[src/rtl/msdf_otf_converter.sv]
// ----------------------------------------------------------------------------
// msdf_otf_converter
//
// On-the-fly converter for an MSD-first radix-2 signed-digit stream in
// borrow-save form (z = z_p - z_n). Each accepted digit updates a Q/QM
// register pair (QM = Q - 1 LSB at all times), so no carry ever propagates.
// After N+1 digits (one integer digit z_0 plus N fractional digits), the
// two's-complement word is registered and offered on a valid/ready handshake.
//
// Optional feature macro: MSDF_OTF_OVERRUN_EN
//   defined   -> 'overrun' port and flop present. The flag is sticky and is set
//                by any digit_valid=1 seen while a finished word waits in HOLD.
//   undefined -> no 'overrun' port; digits arriving in HOLD are dropped silently.
//
// Parameters
//   N            fractional digits per result (N >= 1)
//   W = N+2      result width (derived, LSB weight 2^-N)
//
// Ports
//   clk          rising-edge clock
//   rst          asynchronous reset, active low
//   flush        synchronous abort of the current word, highest priority
//   digit_valid  z_p/z_n carry a digit this cycle
//   z_p, z_n     borrow-save digit bits: (1,0)=+1, (0,1)=-1, (0,0)/(1,1)=0
//   res_valid    res_data holds a completed word
//   res_ready    consumer accepts res_data
//   res_data     converted result, two's complement, W bits
//   busy         high while collecting digits of a word
//   overrun      sticky digit-lost flag (only with MSDF_OTF_OVERRUN_EN)
// ----------------------------------------------------------------------------
module msdf_otf_converter #(
    parameter int N = 9
) (
    input  logic         clk,
    input  logic         rst,
    input  logic         flush,
    input  logic         digit_valid,
    input  logic         z_p,
    input  logic         z_n,
    output logic         res_valid,
    input  logic         res_ready,
    output logic [N+1:0] res_data,
    output logic         busy
`ifdef MSDF_OTF_OVERRUN_EN
    ,
    output logic         overrun
`endif
);

    localparam int W  = N + 2;
    localparam int CW = $clog2(N + 2);

    typedef enum logic [1:0] {
        IDLE,
        COLLECT,
        HOLD
    } state_e;

    state_e          state_q;
    logic [W-1:0]    q_q;
    logic [W-1:0]    qm_q;
    logic [W-1:0]    q_d;
    logic [W-1:0]    qm_d;
    logic [CW-1:0]   cnt_q;
    logic            last_digit;

    // On-the-fly append of the incoming digit. The MSB shifted out is always
    // redundant: the result magnitude never exceeds 2^(N+1)-1 LSB.
    // NOTE: every signal written here gets a default first, so no path leaves
    // it unassigned and no latch is inferred.
    always_comb begin
        q_d  = {q_q[W-2:0], 1'b0};
        qm_d = {qm_q[W-2:0], 1'b1};
        if (z_p && !z_n) begin
            q_d  = {q_q[W-2:0], 1'b1};
            qm_d = {q_q[W-2:0], 1'b0};
        end else if (!z_p && z_n) begin
            q_d  = {qm_q[W-2:0], 1'b1};
            qm_d = {qm_q[W-2:0], 1'b0};
        end
    end

    // cnt is 0 in IDLE, so IDLE and COLLECT share one accept path.
    assign last_digit = (cnt_q == CW'(N));
    assign busy       = (state_q == COLLECT);

    // NOTE: sequential state uses non-blocking assignments only, so every
    // register samples the pre-edge values of its neighbours.
    // NOTE: the asynchronous reset clears every flop here; there is no memory
    // array, so nothing is left uninitialised.
    always_ff @(posedge clk or negedge rst) begin
        if (!rst) begin
            state_q   <= IDLE;
            q_q       <= '0;
            qm_q      <= '1;
            cnt_q     <= '0;
            res_valid <= 1'b0;
            res_data  <= '0;
        end else if (flush) begin
            state_q   <= IDLE;
            q_q       <= '0;
            qm_q      <= '1;
            cnt_q     <= '0;
            res_valid <= 1'b0;
        end else begin
            case (state_q)
                IDLE, COLLECT: begin
                    if (digit_valid) begin
                        q_q   <= q_d;
                        qm_q  <= qm_d;
                        cnt_q <= cnt_q + CW'(1);
                        if (last_digit) begin
                            state_q   <= HOLD;
                            res_data  <= q_d;
                            res_valid <= 1'b1;
                        end else begin
                            state_q <= COLLECT;
                        end
                    end
                end
                HOLD: begin
                    // Digits arriving here are not accepted; the adder has no
                    // backpressure, so they are lost.
                    if (res_ready) begin
                        state_q   <= IDLE;
                        q_q       <= '0;
                        qm_q      <= '1;
                        cnt_q     <= '0;
                        res_valid <= 1'b0;
                    end
                end
                default: state_q <= IDLE;
            endcase
        end
    end

`ifdef MSDF_OTF_OVERRUN_EN
    // Sticky until reset; a flush neither sets nor clears it.
    always_ff @(posedge clk or negedge rst) begin
        if (!rst) begin
            overrun <= 1'b0;
        end else if (!flush && state_q == HOLD && digit_valid) begin
            overrun <= 1'b1;
        end
    end
`endif

endmodule
[config.mk]
export PLATFORM = sky130hd
export DESIGN_NAME = msdf_otf_converter
export DESIGN_NICKNAME = d
export VERILOG_FILES = /design/src/rtl/msdf_otf_converter.sv
export SDC_FILE = /design/constraint.sdc
export NUM_CORES = 1
export LEC_CHECK = 0
export CAP_MARGIN = 20
export CORE_MARGIN = 5
export CORE_UTILIZATION = 59
export CTS_CLUSTER_SIZE = 16
export DETAILED_ROUTE_END_ITERATION = 10
export PLACE_DENSITY_LB_ADDON = 0.25
export RECOVER_POWER = 25
export SYNTH_ARGS = -nofsm -noshare
export SYNTH_HDL_FRONTEND = slang
export SYNTH_SLANG_ARGS = --single-unit
[constraint.sdc]
create_clock -name clk -period 2.5 [get_ports clk]
set_input_delay 0.375 -clock clk [delete_from_list [all_inputs] [get_ports clk]]
set_output_delay 0.375 -clock clk [all_outputs]
set_load 0.05 [all_outputs]
== Yosys cells after proc, flatten, opt, wreduce, memory -nomap -nowiden ==
Index checks and enable logic that the tools add are counted.
Cells by class
  bitwise logic cells: 1
  add/sub/neg operators: 1
  reductions and logical operators: 11
  muxes and demuxes: 26
  equal/unequal tests: 6
Operators with widths (count)
  10-bit 2-to-1 mux: 7
  10-bit case mux with 2 select lines: 2
  11-bit 2-to-1 mux: 2
  4-bit 2-to-1 mux: 3
  3-bit != test (second input constant): 3
  2-bit 2-to-1 mux: 4
  4-bit case mux with 2 select lines: 1
  4-bit AND reduction: 2
  1-bit 2-to-1 mux: 5
  4-bit by 1-bit adder with 4-bit output (second input constant): 1
  4-bit == test (second input constant): 1
  2-bit case mux with 2 select lines: 1
  3-bit AND reduction: 1
  3-bit nonzero test: 1
  2-bit by 1-bit == test with 1-bit output (second input constant): 1
  2-bit == test (second input constant): 1
  1-bit logical AND: 2
  1-bit zero test: 2
  2-bit zero test: 1
  1-bit case mux with 2 select lines: 1
  2-bit AND reduction: 1
  2-bit OR reduction: 1
  1-bit NOT: 1
Storage, ports and cells
  output and inout bits: 13
  input port bits: 7
  register bits after elaboration: 38
  logic and storage cells: 51

== Longest topological paths before layout ==
Gate-level depths: netlist (run 1).
  word-level depth: 7
  depth in mapped cells: 7
  mapped depth without buffers: 5

== Worst setup path after synthesis (run 1) ==
OpenSTA, ideal clock, no wires.
  kind: input -> register
  start: input port z_n
  end: register res_data[3]
  arrival time: 1549 ps
  setup slack: 827 ps
  setup time: 125 ps
  stages: 7
  path buffers: 2
  required time: 2375 ps
  cell sequence: inv_1 -> ha_1 -> buf_6 -> nand2b_1 -> buf_6 -> mux2_2 -> mux2_2
Between the ends
  longest elaborated chain between the ends: 3
  elaborated cells on any way between the ends: 5
  classes of those cells: 2 x mux; 3 x reduce/logical
Ends and longest elaborated chain
  start: declaration: line 39  | input logic z_n,
  1-bit logical AND / 1-bit zero test (equally long branches): line 77, 74
  11-bit 2-to-1 mux / 1-bit logical AND (equally long branches): line 77, 74
  11-bit 2-to-1 mux (*): line 74  | if (z_p && !z_n) begin
  end signal: assignment: line 114  | res_data <= q_d;
  end: declaration: line 42  | output logic [N+1:0] res_data,
Mark *: on every way between the ends. The rest lies on a longest branch, timed or not.
A chain may end at the register's enable or synchronous reset.

== Final worst setup path (run 1) ==
  start: register state_q[1]
  end: output port busy
Between the ends
  longest elaborated chain between the ends: 1
Ends and longest elaborated chain
  start: declaration: line 59  | state_e state_q;
  start signal: assignment: line 93  | state_q <= IDLE;
  start signal: assignment: line 100  | state_q <= IDLE;
  start signal: assignment: line 113  | state_q <= HOLD;
  2-bit by 1-bit == test with 1-bit output: line 85  | assign busy = (state_q == COLLECT);
  end: declaration: line 43  | output logic busy
No other way between the ends.

==> flow_summary.ini, run 1 <==
[timing]
rsz0062_at_grt = no
tns_ns = 0
finalCritPeriodShare_pct = 87.2
setup_viol = 0
hold_violations = 0
relSlewSlack_pct = 38.4
fin_hold_ws_ns = 0.489
worst_pin_slew_ns = 0.924
drv_slew = 0
finalClockSkew_ns = 0.0155
min_period_ns = 2.18
fmax_ghz = 0.458

[setup_path]
cp-startpoint = state_q[1]
cpPeakStageDelay_ns = 0.81
crit_type = flip-flop to output pin
rr_startpoint = cnt_q[1]
path_cells = nor2b_1, clkdlybuf4s50_1
worstSetupStartpointType = flip-flop
r2r.worst_path.cells = 5
cp.arrival_ns = 1.81
reg2reg_to = res_data[8]
slowest_stage = clkdlybuf4s50_1
endpoint = busy
required_ns = 2.12
end_kind = output pin
r2r_setup_slack_ns = 0.76
crit_fanout = 9

[floorplanning]
die_w_um = 65.3
ioPinCount = 20
core_mm2 = 0.00300
die_y_um = 65.3
dieArea_mm2 = 0.00427
start_util_pct = 60.1
rows = 20

[finish]
multi_input_area_um2 = 761
final_cell_area_mm2 = 0.00207
area_growth_pct = 14.6
drive_gt1_share_pct = 26.1
fin_nets = 171
nFillCells = 226
regArea_um2 = 963
diodes = 0

[job]
drv_cap = 0

[power]
peakVddDrop_uv = 339
p_leak_nw = 0.945
p_per_area_mw_per_mm2 = 554

[grt]
first_global_vias = 1143
gr-total-overflow = 0
grt_pass1_wl_um = 5620
grt_util_all_layers_pct = 17.6
antenna_found_initial = 0
grt_max_degree = 39

[logic_synthesis]
synth_warnings = 0
synthDistinctLibCells = 35
synth_top_cells_by_count = dfrtp_1, mux2i_1, dfstp_2
async_flop_share_pct = 100
synth.avg_cell_area_um2 = 13.3
synth_top_area_share_pct = 38.8
synth.most_common_cell = dfrtp_1
synthFlopType = dfrtp_1
synth.largest_area_cell = dfrtp_1
synth_nets = 147
synth.yosys.seq_area_share_pct = 53.4
synth_area_leaders = dfrtp_1, dfstp_2, mux2i_1
synth_edf_count = 0
syn-cell-area_mm2 = 0.00181
ys_seq_elements = 38
netlist_instances = 136

[route]
drt_first_pass_iters = 4
num_vias = 1148
final_antenna_net_count = 0
wire_per_inst_um = 17.3
viasPerCell = 5.92
totalWireLength_um = 3360
drt_iter0_drc = 66
drc_errors = 0

[clock_tree]
cts.root.buffer_cell = clkbuf_4
cts_tree = built
cts_max_level = 2
cts_resized = 0
cts_buffer_depth = 2
numCtsBuffers = 5
post_cts_buffers = 0
cts.sinks = 38
ctsHoldBuffers = 0
clk_pin_slew_ns = 0.12
insertion_delay_ns = 0.34

[placed_design]
place_area_mm2 = 0.00201
io_buffer_count = 19
gp_congestion = 0.777
hpwlAfterDp_um = 2250

[status]
run_status = complete, no violations

[hold_path]
worstHoldPathType = flip-flop to flip-flop
cell usage in the layout, fill, tap and decap left out, types with 4 or more instances in the layout:
master / n
a21oi_1: 8
a22o_1: 6
a2bb2oi_1: 9
buf_4: 4
clkbuf_4: 5
clkdlybuf4s50_1: 18
dfrtp_1: 28
dfstp_2: 10
ha_1: 4
inv_1: 4
mux2_2: 9
mux2_4: 5
mux2i_1: 14
nor2_1: 4
registers in the layout, summed over array words and instances, names as in the netlist:
signal	cells
q_q	10
res_valid	1
qm_q	10
state_q	2
res_data	11
cnt_q	4
metrics by stage:
stage | std cells | utilization (%) | total power, mW | setup WS, ns
finish | 194 | 68.9 | 1.15 | 0.319
global route | 194 | 68.9 | 1.20 | 0.221
CTS | 194 | 69.0 | 1.16 | 0.316
detailed placement | 186 | 66.9 | 0.821 | 0.390
global placement | 186 | 66.9 | 0.816 | 0.423
floorplan | 136 | - | 0.769 | 0.827
worst min-delay path by stage:
| stage | slack, ns | from | depth (start not counted) | endpoint |
|---|---|---|---|---|
| floorplan | 0.08 | rst | 0 | cnt_q[0] |
| global placement | 0.45 | qm_q[0] | 2 | qm_q[0] |
| detailed placement | 0.46 | qm_q[0] | 2 | qm_q[0] |
| CTS | 0.45 | rst | 2 | q_q[6] |
| global route | 0.51 | qm_q[0] | 2 | qm_q[0] |
| finish | 0.49 | qm_q[0] | 2 | qm_q[0] |
report_power, final:
group,switching (mW),internal (mW)
combinational,0.0754,0.0659
clock,0.203,0.135
sequential,0.0200,0.647
total,0.299,0.848
cell type report:
type / count / share of cell area (%)
Sequential cell: 38 / 46.6
Multi-Input combinational cell: 87 / 36.8
Timing Repair Buffer: 24 / 10.9
Clock buffer: 6 / 2.48
Tap cell: 33 / 2.00
Inverter: 4 / 0.726
Clock inverter: 2 / 0.605
kinds of logic (layout without fill, tap and decap cells):
logic type,count (synthesis),count (layout),share of synthesized area (%)
DFF,38,38,53.4
AOI/OAI and AO/OA,31,31,12.9
muxes,28,28,17.5
and+or+nand+nor,23,23,8.45
buffers and inverters,11,36,4.50
adders and majority gates,4,4,2.77
xor gates and xnor gates,1,1,0.485
worst max-delay path: cells and delay by family, from the launching register on:
family | cells | cell delay (ns)
flops | 1 | 0.50
simple gates | 1 | 0.15
buf+inv | 1 | 0.81
per-layer routing:
layer	global-route usage, %	vias up	routed length [um]
met5	0	-	0
met4	7.77	0	25
met3	3.93	4	135
met2	28.3	22	1610
met1	22.8	575	1580
li1	-	547	-
Power figures use the tool's default switching activity.
==> run 2: changes to the inputs <==
Settings changed: ABC_CLOCK_PERIOD_IN_PS set to 2500, CORE_UTILIZATION 59 to 36.
==> flow_summary.ini, run 2 (same netlist as run 1, synthesis figures left out) <==
[status]
run_status = complete, no violations

[finish]
fin_cells = 228
final_cell_mix = dfrtp_1, clkdlybuf4s50_1, mux2i_1
area_growth_pct = 19.5
nFillCells = 452
fin_nets = 171
diodes = 0
top_regs = res_data x11, q_q x10, qm_q x10
regArea_um2 = 963
multi_input_area_um2 = 761
drive_gt1_share_pct = 26.1
final_util_pct = 45.1
final_cell_area_mm2 = 0.00216
regMostFlops = res_data
largest_reg_flops = 11
layout_commonest_cell = dfrtp_1

[setup_path]
end_kind = output pin
cpPeakStageDelay_ns = 0.81
path_cells = nor2b_1, clkdlybuf4s50_1
slowest_stage = clkdlybuf4s50_1
cp.arrival_ns = 1.73
worstSetupStartpointType = flip-flop
r2r.worst_path.cells = 5
crit_type = flip-flop to output pin
crit_fanout = 9
required_ns = 2.12

[timing]
tns_ns = 0
fmax_ghz = 0.476
finalClockSkew_ns = 0.00896
relSlewSlack_pct = 37.8
finalCritPeriodShare_pct = 84.1
hold_violations = 0
drv_slew = 0
setup_viol = 0
worst_pin_slew_ns = 0.932
min_period_ns = 2.10
rsz0062_at_grt = no

[grt]
gr-total-overflow = 0
first_global_vias = 1228
grt_max_degree = 39
grt_pass1_wl_um = 6090
grt_util_all_layers_pct = 12.3
antenna_found_initial = 0

[power]
clkPwrFrac_pct = 38.6
pwr-share-comb_pct = 10.8
sw_frac_of_total_pct = 23.5
p_leak_nw = 0.969
p_int_mw = 1.01
p_sw_mw = 0.309
p_seq_share_pct = 50.7
peakVddDrop_uv = 293
p_per_area_mw_per_mm2 = 610

[route]
num_vias = 1156
drc_errors = 0
viasPerCell = 5.07
wire_per_inst_um = 15.5
drt_first_pass_iters = 4
totalWireLength_um = 3540
final_antenna_net_count = 0
drt_iter0_drc = 42

[placed_design]
place_area_mm2 = 0.00205
gp_congestion = 0.730
place_inst = 220
io_buffer_count = 19
hpwlAfterDp_um = 2370

[floorplanning]
rows = 25
die_y_um = 80.8
ioPinCount = 20
core_mm2 = 0.00479
dieArea_mm2 = 0.00653
die_w_um = 80.8
start_util_pct = 37.7

[clock_tree]
cts_tree = built
clk_pin_slew_ns = 0.07
cts_buffer_depth = 2
cts_max_level = 2
cts.sinks = 38
cts_resized = 0
cts.root.buffer_cell = clkbuf_8
numCtsBuffers = 5
insertion_delay_ns = 0.29
post_cts_buffers = 0
ctsHoldBuffers = 0

[hold_path]
hold_path_depth = 2
worstHoldPathType = flip-flop to flip-flop

[job]
drv_cap = 0
run 2: changes by cell type in the layout (fill, tap and decap cells not counted), sizes merged:
cell and change:
clkinvlp -1, bufinv +1, clkbuf -1, clkinv +1
run 2: critical path: cells and delay by family (launching register included):
kind / cells / cell delay (ns)
flops: 1 / 0.48
buf+inv: 1 / 0.81
simple gates: 1 / 0.15
run 2: final timing paths:
path	from	to	slack, ns
worst max-delay path	state_q[1]	busy	0.40
worst max register to register	cnt_q[1]	res_data[3]	0.75
max in group asynchronous	rst	cnt_q[2]	1.16
worst min-delay path	qm_q[0]	qm_q[0]	0.47
min in group asynchronous	rst	res_data[5]	0.75
worst min register to register	qm_q[0]	qm_q[0]	0.47
run 2: final cells by class:
type | count | share of cell area [%]
clock buffers | 5 | 3.19
clock inverters | 3 | 1.86
inverters | 4 | 0.696
multi-input cells | 87 | 35.3
flip-flops and latches | 38 | 44.7
well taps | 67 | 3.89
repair buffers | 24 | 10.4
run 2: metrics by stage:
| stage | total power [mW] | worst slack (ns) | hold WS [ns] |
|---|---|---|---|
| final | 1.32 | 0.398 | 0.471 |
| after global routing | 1.39 | 0.311 | 0.494 |
| after CTS | 1.34 | 0.384 | 0.472 |
| after detailed placement | 0.823 | 0.377 | 0.460 |
| after global placement | 0.819 | 0.406 | 0.456 |
| after floorplan | 0.769 | 0.827 | 0.0794 |
run 2: metal layers:
metal / up-vias / track usage [%] / share of wire (%)
met4: 0 / 5.57 / 1.9
met1: 580 / 16.3 / 47
met5: - / 0 / 0
met3: 10 / 3.66 / 4.2
met2: 21 / 18.3 / 47
li1: 545 / - / -
run 2: power groups by stage:
stage          logic, mW  registers (mW)  clock network [mW]
6_report           0.142           0.667               0.507
4_1_cts            0.146           0.666               0.525
5_1_grt            0.157           0.670               0.561
3_5_place_dp       0.145           0.677                   0
2_1_floorplan     0.0913           0.678                   0
3_3_place_gp       0.142           0.676                   0
